**src/rtl/timer_bank_if.sv**
```systemverilog
// Control/status bundle between the lab control FSMs and the timer bank.
// The master drives configuration and strobes; the slave returns channel status.
interface timer_bank_if #(
   parameter int WIDTH    = 32,
   parameter int CHANNELS = 4,
   parameter int CH_BITS  = 2
) ();
   logic                cfg_we;
   logic [CH_BITS-1:0]  cfg_ch;
   logic [WIDTH-1:0]    cfg_term;
   logic                cfg_periodic;
   logic [CHANNELS-1:0] start;
   logic [CHANNELS-1:0] cancel;
   logic [CHANNELS-1:0] busy;
   logic [CHANNELS-1:0] done;
   logic [CHANNELS-1:0] tick;

   modport master (
      output cfg_we, cfg_ch, cfg_term, cfg_periodic, start, cancel,
      input  busy, done, tick
   );

   modport slave (
      input  cfg_we, cfg_ch, cfg_term, cfg_periodic, start, cancel,
      output busy, done, tick
   );
endinterface

```
**src/rtl/timer_bank.sv**
```systemverilog
// Bank of independent countdown/interval timers with programmable terminal count,
// one-shot or periodic mode, cancel, and sticky done / single-cycle tick outputs.
module timer_bank #(
   parameter int WIDTH    = 32,
   parameter int CHANNELS = 4,
   parameter int CH_BITS  = 2
) (
   input logic         clk,
   input logic         reset,
   timer_bank_if.slave bus
);

   // Encoding chosen so busy and done are each a single state flop bit.
   localparam logic [1:0] ST_IDLE = 2'b00;
   localparam logic [1:0] ST_RUN  = 2'b01;
   localparam logic [1:0] ST_DONE = 2'b10;

   logic [WIDTH-1:0]    term_q     [CHANNELS];
   logic [WIDTH-1:0]    count_q    [CHANNELS];
   logic [1:0]          state_q    [CHANNELS];
   logic [CHANNELS-1:0] periodic_q;
   logic [CHANNELS-1:0] tick_q;

   // NOTE: term_q is a small register file, not a RAM, so it is reset along with
   // every other flop; the channels must come up with term=0 and one-shot mode.
   always_ff @(posedge clk or posedge reset) begin
      if (reset) begin
         periodic_q <= '0;
         tick_q     <= '0;
         for (int i = 0; i < CHANNELS; i++) begin
            term_q[i]  <= '0;
            count_q[i] <= '0;
            state_q[i] <= ST_IDLE;
         end
      end else begin
         for (int i = 0; i < CHANNELS; i++) begin
            // Matching against i drops cfg_ch values >= CHANNELS without an
            // out-of-range array index.
            if (bus.cfg_we && (32'(bus.cfg_ch) == i)) begin
               term_q[i]     <= bus.cfg_term;
               periodic_q[i] <= bus.cfg_periodic;
            end

            // NOTE: non-blocking assignment means a later assignment in this
            // iteration overrides this default at the edge, with no ordering race.
            tick_q[i] <= 1'b0;

            if (bus.cancel[i]) begin
               state_q[i] <= ST_IDLE;
               count_q[i] <= '0;
            end else if (bus.start[i]) begin
               state_q[i] <= ST_RUN;
               count_q[i] <= '0;
            end else if (state_q[i] == ST_RUN) begin
               // >= so a term lowered below the running count expires at once.
               if (count_q[i] >= term_q[i]) begin
                  tick_q[i] <= 1'b1;
                  if (periodic_q[i]) begin
                     count_q[i] <= '0;
                  end else begin
                     state_q[i] <= ST_DONE;
                  end
               end else begin
                  count_q[i] <= count_q[i] + WIDTH'(1);
               end
            end
         end
      end
   end

   always_comb begin
      bus.busy = '0;
      bus.done = '0;
      for (int i = 0; i < CHANNELS; i++) begin
         bus.busy[i] = state_q[i][0];
         bus.done[i] = state_q[i][1];
      end
   end

   assign bus.tick = tick_q;

endmodule

```
**src/flat_wrapper.sv**
```systemverilog
// flat-port wrapper written by rule: the top's interface ports become plain ports
module timer_bank_flat 
#(
   parameter int WIDTH    = 32,
   parameter int CHANNELS = 4,
   parameter int CH_BITS  = 2
)
  (clk, reset, bus_cfg_we, bus_cfg_ch, bus_cfg_term, bus_cfg_periodic, bus_start, bus_cancel, bus_busy, bus_done, bus_tick);
  timer_bank_if #(.WIDTH(WIDTH), .CHANNELS(CHANNELS), .CH_BITS(CH_BITS)) bus_i ();
  input logic clk;
  input logic reset;
  input wire logic [$bits(bus_i.cfg_we)-1:0] bus_cfg_we;
  input wire logic [$bits(bus_i.cfg_ch)-1:0] bus_cfg_ch;
  input wire logic [$bits(bus_i.cfg_term)-1:0] bus_cfg_term;
  input wire logic [$bits(bus_i.cfg_periodic)-1:0] bus_cfg_periodic;
  input wire logic [$bits(bus_i.start)-1:0] bus_start;
  input wire logic [$bits(bus_i.cancel)-1:0] bus_cancel;
  output wire logic [$bits(bus_i.busy)-1:0] bus_busy;
  output wire logic [$bits(bus_i.done)-1:0] bus_done;
  output wire logic [$bits(bus_i.tick)-1:0] bus_tick;
  assign bus_i.cfg_we = bus_cfg_we;
  assign bus_i.cfg_ch = bus_cfg_ch;
  assign bus_i.cfg_term = bus_cfg_term;
  assign bus_i.cfg_periodic = bus_cfg_periodic;
  assign bus_i.start = bus_start;
  assign bus_i.cancel = bus_cancel;
  assign bus_busy = bus_i.busy;
  assign bus_done = bus_i.done;
  assign bus_tick = bus_i.tick;
  timer_bank #(.WIDTH(WIDTH), .CHANNELS(CHANNELS), .CH_BITS(CH_BITS)) u_core (.clk(clk), .reset(reset), .bus(bus_i));
endmodule
```
**config.mk**
```make
export PLATFORM = sky130hd
export DESIGN_NAME = timer_bank_flat
export DESIGN_NICKNAME = d
export VERILOG_FILES = /design/src/rtl/timer_bank_if.sv /design/src/rtl/timer_bank.sv /design/src/flat_wrapper.sv
export SDC_FILE = /design/constraint.sdc
export NUM_CORES = 1
export LEC_CHECK = 0
export ABC_AREA = 1
export CORE_ASPECT_RATIO = 0.75
export CORE_MARGIN = 4
export CORE_UTILIZATION = 45
export DETAILED_ROUTE_END_ITERATION = 12
export PLACE_DENSITY = 0.66
export SLEW_MARGIN = 40
export SYNTH_ARGS = -nofsm -noshare
export SYNTH_HDL_FRONTEND = slang
export SYNTH_SLANG_ARGS = --single-unit
```
**constraint.sdc**
```tcl
create_clock -name clk -period 15.98 [get_ports clk]
set_clock_uncertainty 0.1 [all_clocks]
set_input_delay 2.397 -clock clk [delete_from_list [all_inputs] [get_ports clk]]
set_output_delay 2.397 -clock clk [all_outputs]
set_load 0.05 [all_outputs]
```
==> results of run 1 <==
==> layout make-up <==
type | count | area (µm²) | area share
Antenna cell | 9 | 22.5 | 0.00116
Multi-Input combinational cell | 1750 | 9150 | 0.471
Clock inverter | 15 | 254 | 0.0131
Timing Repair Buffer | 67 | 656 | 0.0338
Clock buffer | 37 | 786 | 0.0405
Tap cell | 504 | 631 | 0.0325
Sequential cell | 272 | 6810 | 0.351
Inverter | 293 | 1110 | 0.0573
==> logic make-up after synthesis <==
family	synth area share
AOI/OAI and AO/OA	0.0690
xor gates and xnor gates	0.0588
adders and majority gates	0.0955
buffers and inverters	0.0808
DFF	0.394
and+or+nand+nor	0.302
==> synthesized netlist by cell type, types with 3 or more instances <==
master | instances | share of area
nand2b_1 | 3 | 0.0011
a21o_1 | 6 | 0.0026
nor2_4 | 7 | 0.0046
a21oi_2 | 4 | 0.0020
nand4_1 | 35 | 0.013
o21a_1 | 7 | 0.0030
nand2_1 | 828 | 0.18
nor2_1 | 261 | 0.057
nor3b_1 | 7 | 0.0030
nand2_2 | 6 | 0.0022
buf_2 | 33 | 0.0096
dfrtp_1 | 272 | 0.39
inv_1 | 292 | 0.063
clkbuf_1 | 27 | 0.0059
nand3_1 | 45 | 0.013
a21oi_1 | 55 | 0.016
xor2_1 | 84 | 0.043
xnor2_1 | 32 | 0.016
nor3_2 | 6 | 0.0035
nor2_2 | 6 | 0.0022
o21ai_0 | 156 | 0.045
ha_1 | 132 | 0.096
nor3_1 | 56 | 0.016
and3_1 | 3 | 0.0011
==> routing by layer <==
metal | GRT usage | wire length [µm] | vias to the layer above | share of wire
li1 | - | - | 7514 | -
met5 | 0 | 27 | - | 0.00061
met1 | 0.315 | 20900 | 6935 | 0.48
met2 | 0.331 | 19100 | 385 | 0.43
met4 | 0.0546 | 1170 | 4 | 0.027
met3 | 0.0369 | 2780 | 64 | 0.063
==> per-stage QoR <==
| step | std cells | area [µm²] |
|---|---|---|
| after floorplan | 2379 | 17300 |
| final | 2947 | 19400 |
| after global routing | 2939 | 19400 |
| after detailed placement | 2886 | 18300 |
| after CTS | 2938 | 19400 |
| after global placement | 2886 | 18300 |
==> state kept, by name (all words and copies together), names as in the netlist <==
| register | flops |
|---|---|
| u_core.bus.tick | 4 |
| u_core.periodic_q | 4 |
| u_core.count_q | 128 |
| u_core.bus.done | 4 |
| u_core.term_q | 128 |
| u_core.bus.busy | 4 |
==> tightest hold or removal path, stage by stage, from the launching register on <==
cell and delay (ps):
dfrtp_1 340, nand2_1 50, o21ai_0 60
==> how the worst max path moves through the flow <==
stage,startpoint,to,slack [ps]
2_1_floorplan,reset,u_core.bus.busy[0],5990
3_3_place_gp,reset,u_core.count_q[32],10260
3_5_place_dp,reset,u_core.count_q[34],10840
4_1_cts,reset,u_core.term_q[36],11440
5_1_grt,reset,u_core.term_q[36],11330
6_report,reset,u_core.count_q[34],11670
==> power by group through the flow <==
stage | combinational (mW) | sequential [mW] | clock (mW)
final | 0.237 | 0.778 | 0.746
after global placement | 0.224 | 0.789 | 0
after global routing | 0.277 | 0.786 | 0.790
after detailed placement | 0.238 | 0.790 | 0
after CTS | 0.240 | 0.778 | 0.761
after floorplan | 0.162 | 0.788 | 0
==> impl_metrics.json, run 1 <==
{
  "status": "complete, no violations",
  "grt_usage": 0.215,
  "routedWlPerCell_um": 14.9,
  "slew-limit-headroom": 0.532,
  "endpoint_kind": "async pin",
  "slew_viol_final": 0,
  "setup_viol": 0,
  "detail_route.vias_per_cell": 5.06,
  "tightestPinTransition_ps": 702,
  "cts.sinks": 272,
  "drc": 0,
  "layout_commonest_cell": "nand2_1",
  "ioPinCount": 58,
  "path_buf_inv": 4,
  "leakagePower_nw": 9.61,
  "fp.dieH_um": 178,
  "yosysSeqAreaShare": 0.394,
  "fp.coreArea_mm2": 0.0375,
  "initial_utilization": 0.461,
  "r2r_end": "u_core.count_q[97]",
  "numCtsBuffers": 28,
  "p_total_mw": 1.76,
  "ctsResizeCount": 0,
  "synth_area_per_cell_um2": 7.27,
  "synth_cell_types": 35,
  "max_clock_freq_ghz": 0.232,
  "r2r_cells": 13,
  "worstSetupStartpointType": "input pin",
  "setup_ws_ps": 11670,
  "synth_edf_count": 0,
  "synth_cells": 2379,
  "place_ws_ps": 10840,
  "die-area_mm2": 0.0417,
  "required_ps": 16520,
  "tritoncts": "done",
  "path_clk_slew_ps": 60,
  "cts_root_buffer": "clkbuf_16",
  "fin_crit_sh": 0.270,
  "clockPowerShare": 0.423,
  "synth_warnings": 0,
  "critical_path_class": "in -> async",
  "power_switching_mw": 0.476,
  "timing.hold.ws_ps": 383,
  "setup_tns_ps": 0,
  "cp.arrival_ps": 4850,
  "hpwl_um": 31500,
  "ant_nets": 0,
  "path_cells": "clkdlybuf4s50_1 -> clkinv_8 -> buf_6 -> clkbuf_8",
  "vias": 14902,
  "r2r-start": "u_core.count_q[111]",
  "rows": 61,
  "ys_async_sr_fraction": 1.00,
  "switching_share": 0.270,
  "antenna_found_initial": 6,
  "grt_pass1_vias": 14269,
  "min-delay-start": "u_core.term_q[105]",
  "area_delta_synth_final_pct": 12.3,
  "hold_buffers": 0,
  "mappedNetlistNets": 2557,
  "die_width_um": 234,
  "drt_iter0_markers": 1217,
  "crit_fanout": 116,
  "hp-class": "reg -> reg",
  "intPower_mw": 1.28,
  "cp_top_family": "buffers and inverters",
  "comb_power_share": 0.135,
  "hold_viol_final": 0,
  "ys.flop_type": "dfrtp_1",
  "hold-path-endpoint": "u_core.term_q[105]",
  "peakVddDrop_v": 0.0000669,
  "slowest_stage": "clkbuf_8",
  "period_needed_ps": 4310,
  "htreeDepth": 1,
  "port_buffers": 57,
  "first_pass_iters": 9,
  "postLayoutCoreUtil": 0.518,
  "critical_path_cell_count": 4,
  "drive_gt1_frac": 0.0427,
  "cts_buffer_depth": 3,
  "nNetsFinal": 2590,
  "final_cell_mix": "824 x nand2_1, 291 x inv_1, 272 x dfrtp_1, 261 x nor2_1, 156 x o21ai_0",
  "grt_pass1_wl_um": 72700,
  "drt_wl_total_um": 44000,
  "cellPowerDensity_mw_per_mm2": 90.7,
  "rsz0062_at_grt": "false",
  "clk_latency_ps": 570,
  "nFillCells": 3627,
  "hold-path-cell-count": 2,
  "power_frac_seq": 0.442,
  "gp_congestion": 0.943,
  "synthesis.area_mm2": 0.0173,
  "slowest_delay_ps": 690,
  "grt_max_degree": 117,
  "cap_viol_max_count": 0,
  "synth_seq_cells": 272,
  "postCtsSetupBuffers": 0,
  "r2r_slack_ps": 13400,
  "overflow": 0
}
Power figures use the tool's default switching activity.
==> run 2, diff against run 1 <==
==> constraint.sdc (replaced) <==
create_clock -name clk -period 4 [get_ports clk]
set_clock_uncertainty 0.1 [all_clocks]
set_input_delay 0.6 -clock clk [delete_from_list [all_inputs] [get_ports clk]]
set_output_delay 0.6 -clock clk [all_outputs]
set_load 0.05 [all_outputs]
==> run 2 against run 1 <==
Register-to-register slack got worse by 12000 ps. Count of clock-buffer cells in the layout increased by 5. Non-clock buffer count increased by 11. Combinational power increased to 4.0 times the previous value. Sequential power increased to 4.0 times the previous value. Cell area decreased by 0.18%. Die area unchanged.
==> impl_metrics.json, run 2 (synthesis gave the netlist of run 1 again) <==
{
  "dpl.cell_count": 2896,
  "hold_buffers": 0,
  "worstSetupStartpointType": "register",
  "die-area_mm2": 0.0417,
  "die_width_um": 234,
  "period_needed_ps": 2450,
  "nNetsFinal": 2602,
  "path_buf_inv": 1,
  "peakVddDrop_v": 0.000272,
  "critical_path_cell_count": 1,
  "required_ps": 3300,
  "drt_wl_total_um": 44000,
  "routedWlPerCell_um": 14.9,
  "setup_viol": 0,
  "gp_congestion": 0.918,
  "vias": 14830,
  "tritoncts": "done",
  "antenna_found_initial": 3,
  "drc": 0,
  "grt_usage": 0.216,
  "hold_viol_final": 0,
  "cts_buffer_depth": 3,
  "nFillCells": 3642,
  "leakagePower_nw": 9.63,
  "final_cells": 2948,
  "r2r_cells": 11,
  "initial_utilization": 0.461,
  "rows": 61,
  "cap_viol_max_count": 0,
  "slew_viol_final": 0,
  "clk_latency_ps": 560,
  "fp.coreArea_mm2": 0.0375,
  "ioPinCount": 58,
  "ant_nets": 0,
  "drive_gt1_frac": 0.0450,
  "fin_crit_sh": 0.614,
  "tightestPinTransition_ps": 603,
  "hpwl_um": 32000,
  "cp_top_family": "buffers and inverters",
  "path_cells": "clkdlybuf4s50_1",
  "port_buffers": 57,
  "postLayoutCoreUtil": 0.517,
  "detail_route.vias_per_cell": 5.03,
  "grt_pass1_vias": 14365,
  "area_delta_synth_final_pct": 12.1,
  "top_regs": "u_core.count_q (128), u_core.term_q (128)",
  "cts.sinks": 272,
  "cellPowerDensity_mw_per_mm2": 348,
  "grt_pass1_wl_um": 73300,
  "crit_fanout": 3,
  "hp-class": "in -> async",
  "endpoint_kind": "output pin",
  "fp.dieH_um": 178,
  "htreeDepth": 1,
  "overflow": 0,
  "rsz0062_at_grt": "false",
  "slowest_stage": "clkdlybuf4s50_1",
  "grt_max_degree": 67,
  "drt_iter0_markers": 1305,
  "slowest_delay_ps": 830,
  "cts_root_buffer": "clkbuf_16",
  "critical_path_class": "reg -> out",
  "layout_commonest_cell": "nand2_1",
  "slew-limit-headroom": 0.598,
  "cp.arrival_ps": 1750,
  "status": "complete, no violations",
  "final_cell_mix": "828 x nand2_1, 291 x inv_1, 272 x dfrtp_1, 261 x nor2_1, 156 x o21ai_0",
  "postCtsSetupBuffers": 0,
  "first_pass_iters": 6,
  "path_clk_slew_ps": 60,
  "numCtsBuffers": 29,
  "max_clock_freq_ghz": 0.407,
  "ctsResizeCount": 0
}
-- run 2: per-stage QoR --
step	power (mW)	hold WS (ps)	cell area, µm²	setup slack [ps]	TNS (ps)
global placement	4.06	369	18400	1380	0
detailed placement	4.11	374	18400	1600	0
floorplan	3.80	353	17300	-295	-80350
global route	7.13	345	19400	1330	0
finish	6.75	342	19400	1550	0
CTS	6.83	389	19400	1510	0
-- run 2: final timing paths --
check | startpoint | endpoint | slack, ps
setup / recovery | u_core.bus.done[0] | bus_done[0] | 1550
hold / removal | reset | u_core.term_q[94] | 340
setup reg to reg | u_core.count_q[121] | u_core.count_q[98] | 1570
hold reg to reg | u_core.term_q[26] | u_core.term_q[26] | 380
max in group asynchronous | reset | u_core.count_q[121] | 2580
min in group clk | u_core.term_q[26] | u_core.term_q[26] | 380
-- run 2: final cells by class --
| type | count | area (µm²) | area share |
|---|---|---|---|
| multi-input combinational | 1750 | 9120 | 0.470 |
| sequential | 272 | 6810 | 0.351 |
| inverter | 293 | 1100 | 0.0569 |
| clock buffer | 42 | 865 | 0.0446 |
| timing repair buffer | 78 | 786 | 0.0405 |
| tap | 504 | 631 | 0.0325 |
| clock inverter | 8 | 71.3 | 0.00368 |
| antenna | 1 | 2.50 | 0.000129 |
-- run 2: routing by layer --
metal  track usage  vias to the layer above  routed length, µm
li1              -                     7516                  -
met1         0.318                     6937              21500
met2         0.338                      307              19000
met3        0.0303                       70               2370
met4        0.0502                        0               1130
met5             0                        -                  0
-- run 2: power by group --
group / switching, mW / leakage [nW] / internal (mW)
logic: 0.616 / 5.57 / 0.337
registers: 0.136 / 3.59 / 2.98
clock network: 1.13 / 0.470 / 1.55
==> run 3, diff against run 2 <==
--- a/config.mk
+++ b/config.mk
@@ -10,7 +10,7 @@
 export CORE_MARGIN = 4
 export CORE_UTILIZATION = 45
 export DETAILED_ROUTE_END_ITERATION = 12
-export PLACE_DENSITY = 0.66
+export PLACE_DENSITY = 0.68
 export SLEW_MARGIN = 40
 export SYNTH_ARGS = -nofsm -noshare
 export SYNTH_HDL_FRONTEND = slang
==> constraint.sdc (replaced) <==
create_clock -name clk -period 2.13 [get_ports clk]
set_clock_uncertainty 0.1 [all_clocks]
set_input_delay 0.3195 -clock clk [delete_from_list [all_inputs] [get_ports clk]]
set_output_delay 0.3195 -clock clk [all_outputs]
set_load 0.05 [all_outputs]
==> run 3 against run 2 <==
The run now ends with negative setup slack left. Core utilization rose by 9.5 points. Via count rose by 10%. Critical path depth rose by 16. Sequential share of layout area fell by 5.5 points. Wire length rose by 20%. Die area did not move. Clock power rose by 91%. Sequential power rose by 88%. Non-clock buffer count rose by 195. Flip-flop and latch count did not move. Global-route usage rose by 1.4 points. Register-to-register slack got worse by 1700 ps. Critical path type is now reg -> reg. Critical endpoint is now u_core.count_q[18]. Largest power group unchanged. Highest routed layer unchanged.
==> impl_metrics.json, run 3 (synthesis gave the netlist of run 1 again) <==
{
  "cp_common_cell": "nand2_1",
  "slew-limit-headroom": 0.649,
  "fp.dieH_um": 178,
  "first_pass_iters": 6,
  "final_cells": 3145,
  "tritoncts": "done",
  "peakVddDrop_v": 0.000530,
  "tightestPinTransition_ps": 525,
  "critical_path_class": "reg -> reg",
  "die-area_mm2": 0.0417,
  "cts_buffer_depth": 3,
  "dpl.cell_count": 3037,
  "nFillCells": 3236,
  "hpwl_um": 34300,
  "multiInputGateArea_mm2": 0.0106,
  "hold_buffers": 0,
  "path_cells": "inv_1 -> ha_1 -> nand2_1 -> inv_2 -> nand2_2 -> nand2_1 -> nor2_1 -> nand2_1 -> nand2_1 -> nand2_2 -> nand2_4 -> nand2_4 -> a21oi_4 -> buf_6 -> buf_12 -> nand2_4 -> nand2_2",
  "setup_ws_ps": -113,
  "grt_usage": 0.229,
  "setup_viol": 128,
  "drt_iter0_markers": 1349,
  "final_area_mm2": 0.0229,
  "endpoint_kind": "register",
  "clk_latency_ps": 560,
  "fp.coreArea_mm2": 0.0375,
  "max_clock_freq_ghz": 0.446,
  "slowest_stage": "dfrtp_1",
  "leakagePower_nw": 11.3,
  "path_clk_slew_ps": 60,
  "rsz0062_at_grt": "true",
  "placed_area_mm2": 0.0197,
  "overflow": 0,
  "drt_wl_total_um": 52600,
  "postLayoutCoreUtil": 0.612,
  "gp_congestion": 0.958,
  "period_needed_ps": 2240,
  "violations": "negative setup slack",
  "grt_max_degree": 67,
  "grt_pass1_vias": 15163,
  "required_ps": 2530,
  "routedWlPerCell_um": 16.7,
  "place_ws_ps": -86.6,
  "die_width_um": 234,
  "ioPinCount": 58,
  "nNetsFinal": 2797,
  "cts_root_buffer": "clkbuf_16",
  "top_regs": "u_core.count_q (128), u_core.term_q (128)",
  "setup_tns_ps": -7670,
  "drive_gt1_frac": 0.234,
  "final_cell_mix": "643 x nand2_1, 286 x inv_1, 272 x dfrtp_1, 179 x nor2_1, 159 x buf_4",
  "slew_viol_final": 0,
  "cp.arrival_ps": 2640,
  "layout_commonest_cell": "nand2_1",
  "timing.hold.ws_ps": 50.5,
  "rows": 61,
  "path_buf_inv": 4,
  "cap_viol_max_count": 0,
  "antenna_found_initial": 5,
  "port_buffers": 57,
  "detail_route.vias_per_cell": 5.19,
  "cts.sinks": 272,
  "fin_crit_sh": 1.05,
  "hold_viol_final": 0,
  "hp-class": "in -> async",
  "drc": 0,
  "p_total_mw": 13.4,
  "worstSetupStartpointType": "register",
  "vias": 16323,
  "htreeDepth": 1,
  "area_delta_synth_final_pct": 32.7,
  "status": "finished with violations",
  "numCtsBuffers": 29,
  "grt_pass1_wl_um": 77200,
  "seq_area_mm2": 0.00681,
  "ant_nets": 0,
  "cp_top_family": "simple AND/OR/NAND/NOR gates",
  "crit_fanout": 8,
  "cellPowerDensity_mw_per_mm2": 584,
  "initial_utilization": 0.461,
  "slowest_delay_ps": 390
}
-- run 3: cell count changes in the layout (fill, tap and decap cells not counted), sizes merged, moves of 2 or more --
cell | before | now
clkdlybuf4s50 | 57 | 46
bufinv | 1 | 3
buf | 21 | 198
dlygate4sd2 | 0 | 11
clkbuf | 42 | 60
-- run 3: timing repair --
item,4_1_cts,5_1_grt
pin swaps,23,99
buffers inserted,6,25
gates resized for setup,53,386
endpoints found under the setup margin,140,138
cloned,5,22
-- run 3: layout make-up --
class                   count  share of cell area
flip-flops and latches    272               0.297
inverters                 293              0.0481
diodes                      1            0.000109
well taps                 504              0.0275
repair buffers            273               0.126
multi-input cells        1750               0.460
clock buffers              42              0.0355
clock inverters            10             0.00562
-- run 3: final timing paths --
check                                   from                  to  slack, ps  depth (start not counted)
setup / recovery            u_core.term_q[6]  u_core.count_q[18]       -110                         17
hold / removal                         reset   u_core.term_q[81]         50                          2
setup reg to reg            u_core.term_q[6]  u_core.count_q[18]       -110                         17
hold reg to reg            u_core.term_q[12]   u_core.term_q[12]        390                          2
max in group asynchronous              reset  u_core.bus.done[1]       1150                          3
min in group clk               bus_cancel[3]  u_core.bus.busy[3]        240                          2
-- run 3: routing by layer --
| metal | GRT usage | wire length, µm | up-vias |
|---|---|---|---|
| met5 | 0 | 0 | - |
| met4 | 0.0413 | 1260 | 0 |
| met3 | 0.0435 | 4020 | 105 |
| met2 | 0.367 | 23700 | 563 |
| met1 | 0.329 | 23600 | 7731 |
| li1 | - | - | 7924 |
-- run 3: report_power, final --
group / internal (mW) / switching [mW] / total (mW)
combinational: 0.953 / 1.48 / 2.43
sequential: 5.59 / 0.249 / 5.84
clock: 3.00 / 2.12 / 5.12
total: 9.55 / 3.85 / 13.4
==> variant 1, RTL diff (settings of run 3) <==
`WIDTH` is set to 32 in 3 places; all go to 36.
--- a/src/rtl/timer_bank_if.sv
+++ b/src/rtl/timer_bank_if.sv
@@ -1,7 +1,7 @@
 // Control/status bundle between the lab control FSMs and the timer bank.
 // The master drives configuration and strobes; the slave returns channel status.
 interface timer_bank_if #(
-   parameter int WIDTH    = 32,
+   parameter int WIDTH    = 36,
    parameter int CHANNELS = 4,
    parameter int CH_BITS  = 2
 ) ();
--- a/src/rtl/timer_bank.sv
+++ b/src/rtl/timer_bank.sv
@@ -1,7 +1,7 @@
 // Bank of independent countdown/interval timers with programmable terminal count,
 // one-shot or periodic mode, cancel, and sticky done / single-cycle tick outputs.
 module timer_bank #(
-   parameter int WIDTH    = 32,
+   parameter int WIDTH    = 36,
    parameter int CHANNELS = 4,
    parameter int CH_BITS  = 2
 ) (
--- a/src/flat_wrapper.sv
+++ b/src/flat_wrapper.sv
@@ -1,7 +1,7 @@
 // flat-port wrapper written by rule: the top's interface ports become plain ports
 module timer_bank_flat 
 #(
-   parameter int WIDTH    = 32,
+   parameter int WIDTH    = 36,
    parameter int CHANNELS = 4,
    parameter int CH_BITS  = 2
 )
Ports: changed (resized bus_cfg_term); port bits go from 58 to 62. The function was not compared with the original's and may differ.
==> variant 1 against run 3 <==
  * The flow still finishes with violations (negative setup slack)
  * Sequential share of layout area fell by 1.1 points
  * Cell count rose by 18%
  * Wire length rose by 20%
  * Utilization rose by 0.23 points
  * Final area rose by 16%
  * Sequential cell count rose by 32
  * Combinational power rose by 22%
  * Via count rose by 18%
  * Setup slack got worse by 0.16 ns
  * Synthesized area rose by 14%
  * Power rose by 18%
==> variant 1: results (changes against run 3) <==
fill cell count=3693 (was 3236); first-pass GRT wire length=98.2 mm (was 77.2 mm); multi-input gates=2077 (was 1750); antenna cells=4 (was 1); overall power=15900 uW (was 13400 uW); cts bufs inserted=31 (was 29); Plain + repair buffers=372 (was 273); met1 WL=28.1 mm (was 23.6 mm); final design utilization=0.614 (was 0.612); metal3 WL=5.12 mm (was 4.02 mm); Compound-Gate Fraction of Synth Area=0.0613 (was 0.0690); M3 GR Usage=0.0405 (was 0.0435); multi-input logic area=12000 sq um (was 10600 sq um); initial antenna violation count=8 (was 5); max incr delay on CP=0.35 ns (was 0.39 ns); Slew HR=0.524 (was 0.649); met2 WL=27.8 mm (was 23.7 mm); status=finished, violations left (unchanged); final worst-path setup slack=-0.269 ns (was -0.113 ns); synth top area cells=dfrtp_1 38%, nand2_1 20%, ha_1 9.4% (was dfrtp_1 39%, nand2_1 18%, ha_1 9.6%); M1 GR Usage=0.371 (was 0.329); register area share after synthesis=0.385 (was 0.394); routed len/inst=16.9 um (was 16.7 um); Post-DP Area=22600 sq um (was 19700 sq um); initial DRC count=1604 (was 1349); Signal inverters=322 (was 293); violations in the final reports=negative setup slack (unchanged); signal buffers share of area=0.145 (was 0.126); Max rail drop VDD=0.000896 V (was 0.000530 V); layout cell share with drive strength beyond 1=0.223 (was 0.234); dpl cells=3551 (was 3037); CP Max Fanout=7 (was 8); final setup fails=152 (was 128); reg2reg end=u_core.count_q[115]$_DFFE_PP0P_ (was u_core.count_q[18]$_DFFE_PP0P_); P_int=11300 uW (was 9550 uW); DR vias=19202 (was 16323); DPL Wire Length=43.0 mm (was 34.3 mm); Post-CTS Setup Inserts=45 (was 6); worst r2r src=u_core.term_q[141]$_DFFE_PP0P_ (was u_core.term_q[6]$_DFFE_PP0P_)
==> variant 1: worst max path at each step <==
stage                                               start  slack [ns]  cells after the start                              end
after floorplan                                     reset       -2.33                      1   u_core.bus.busy[0]$_DFFE_PP0P_
after global placement    u_core.count_q[107]$_DFFE_PP0P_       -0.57                     12   u_core.count_q[84]$_DFFE_PP0P_
after detailed placement   u_core.term_q[103]$_DFFE_PP0P_       -0.40                     14   u_core.count_q[90]$_DFFE_PP0P_
after CTS                   u_core.term_q[29]$_DFFE_PP0P_       -0.18                     17    u_core.count_q[2]$_DFFE_PP0P_
after global routing       u_core.term_q[141]$_DFFE_PP0P_       -0.37                     17  u_core.count_q[115]$_DFFE_PP0P_
final                      u_core.term_q[141]$_DFFE_PP0P_       -0.27                     17  u_core.count_q[115]$_DFFE_PP0P_
==> variant 2, RTL diff (flow settings as in run 3) <==
Made on the original files. Reset style: synchronous (`reset`), changed in one clocked block.
--- a/src/rtl/timer_bank.sv
+++ b/src/rtl/timer_bank.sv
@@ -23,7 +23,7 @@
 
    // NOTE: term_q is a small register file, not a RAM, so it is reset along with
    // every other flop; the channels must come up with term=0 and one-shot mode.
-   always_ff @(posedge clk or posedge reset) begin
+   always_ff @(posedge clk) begin
       if (reset) begin
          periodic_q <= '0;
          tick_q     <= '0;
Formal check against the unedited RTL: differs if reset is asserted again (counterexample within 4 cycles, from zero or initial values and one cycle with reset high); with reset held inactive, the same outputs for 4 cycles.
==> variant 2 against run 3 <==
  * Wire length down 8.9%
  * Via count down 15%
  * Critical path depth down 7
  * Setup slack lost 0.15 ns
  * Final area shrank 1.7%
  * Power up 1.1%
  * Critical endpoint is now u_core.count_q[2][14]$_SDFFCE_PN0P_
  * Sequential power up 8.0%
  * Synthesized area is 4.4% lower
  * First-iteration DRC count down 17%
  * The run still ends with negative setup slack left
  * Highest routed layer unchanged
  * Sequential cell count unchanged
==> variant 2: results (changes against run 3) <==
status=finished, violations left (unchanged); violations in the final reports=negative setup slack (unchanged); register area share after synthesis=0.489 (was 0.394); total routed wirelength=47.9 mm (was 52.6 mm); final net count=2362 (was 2797); final design utilization=0.626 (was 0.612); gr usage total=0.224 (was 0.229); Max rail drop VDD=0.000719 V (was 0.000530 V); initial DRC count=1124 (was 1349); clk_lat worst skew=0.59 ns (was 0.56 ns); multi-input gates=1263 (was 1750); CP Max Fanout=6 (was 8); final worst-path setup slack=-0.263 ns (was -0.113 ns); M1 GR Usage=0.309 (was 0.329); Worst Setup SP=u_core.count_q[2][22]$_SDFFCE_PN0P_ (was u_core.term_q[6]$_DFFE_PP0P_); Lkg Pwr=0.00956 uW (was 0.0113 uW); met2 Use GR=0.361 (was 0.367); DPL Wire Length=32.5 mm (was 34.3 mm); CTS resizes=150 (was 53); final setup fails=265 (was 128); worst r2r path cells=10 (was 17); Signal inverters=328 (was 293); Post-CTS Setup Inserts=30 (was 6); synth top area cells=edfxtp_1 48%, ha_1 10%, nand2_1 8.1% (was dfrtp_1 39%, nand2_1 18%, ha_1 9.6%); biggest regs=u_core.count_q (128), u_core.term_q (128), u_core.state_q (8) (was u_core.count_q (128), u_core.term_q (128)); layout cell share with drive strength beyond 1=0.281 (was 0.234); Plain + repair buffers=290 (was 273); met1 WL=20.8 mm (was 23.6 mm); vias per inst=5.22 (was 5.19); Slew HR=0.543 (was 0.649); pin count of the biggest net entering global routing=34 (was 67); commonest cells in the netlist=358 x nand2_1, 326 x nor2_1, 319 x inv_1 (was 828 x nand2_1, 292 x inv_1, 272 x dfrtp_1); clock buffers=37 (was 42); sequential share of cell area=0.359 (was 0.297); vias in the first global route=13640 (was 15163); Post-DP Area=19100 sq um (was 19700 sq um)
-- variant 2: cell count changes after synthesis, sizes merged, moves of 32 or more --
cell / before / now
o21ai: 157 / 18
edfxtp: 0 / 264
nand2: 836 / 363
inv: 293 / 328
or2: 0 / 32
a21oi: 59 / 99
xor2: 84 / 40
dfrtp: 272 / 0
nor2: 274 / 345
-- variant 2: worst max-delay path: stages (launching register included) --
cell,delay [ns]
edfxtp_1,0.44
ha_1,0.33
nand2_2,0.07
nor2_4,0.10
nand4_1,0.18
nor2_4,0.17
nand4_1,0.13
buf_4,0.17
nand4_4,0.20
clkbuf_16,0.21
nor2_2,0.04
-- variant 2: stage by stage --
stage,hold WS (ns),instances,TNS (ns),total power (uW)
after detailed placement,0.394,2548,-47.73,7830
after global routing,0.358,2671,-64.07,14000
after global placement,0.380,2548,-33.28,7770
after CTS,0.324,2642,-27.57,13400
final,0.356,2672,-39.81,13500
after floorplan,0.364,1880,-2.81,7170
-- variant 2: logic make-up after synthesis --
family	Yosys count	share of synthesized area
simple gates	919	0.249
buf+inv	353	0.0815
compound gates	132	0.0422
flops	272	0.489
xor+xnor	72	0.0381
fa+ha+maj	132	0.0999
-- variant 2: worst max-delay path by stage --
stage / endpoint / cells past startpoint
floorplan: u_core.count_q[1][0]$_SDFFCE_PN0P_ / 11
finish: u_core.count_q[2][14]$_SDFFCE_PN0P_ / 10
detailed placement: u_core.count_q[3][29]$_SDFFCE_PN0P_ / 11
global route: u_core.count_q[2][20]$_SDFFCE_PN0P_ / 10
CTS: u_core.count_q[2][14]$_SDFFCE_PN0P_ / 10
global placement: u_core.count_q[3][29]$_SDFFCE_PN0P_ / 11
-- variant 2: where the power goes --
part	switching (uW)	internal [uW]
clock network	2260	3110
logic	1100	771
registers	151	6160
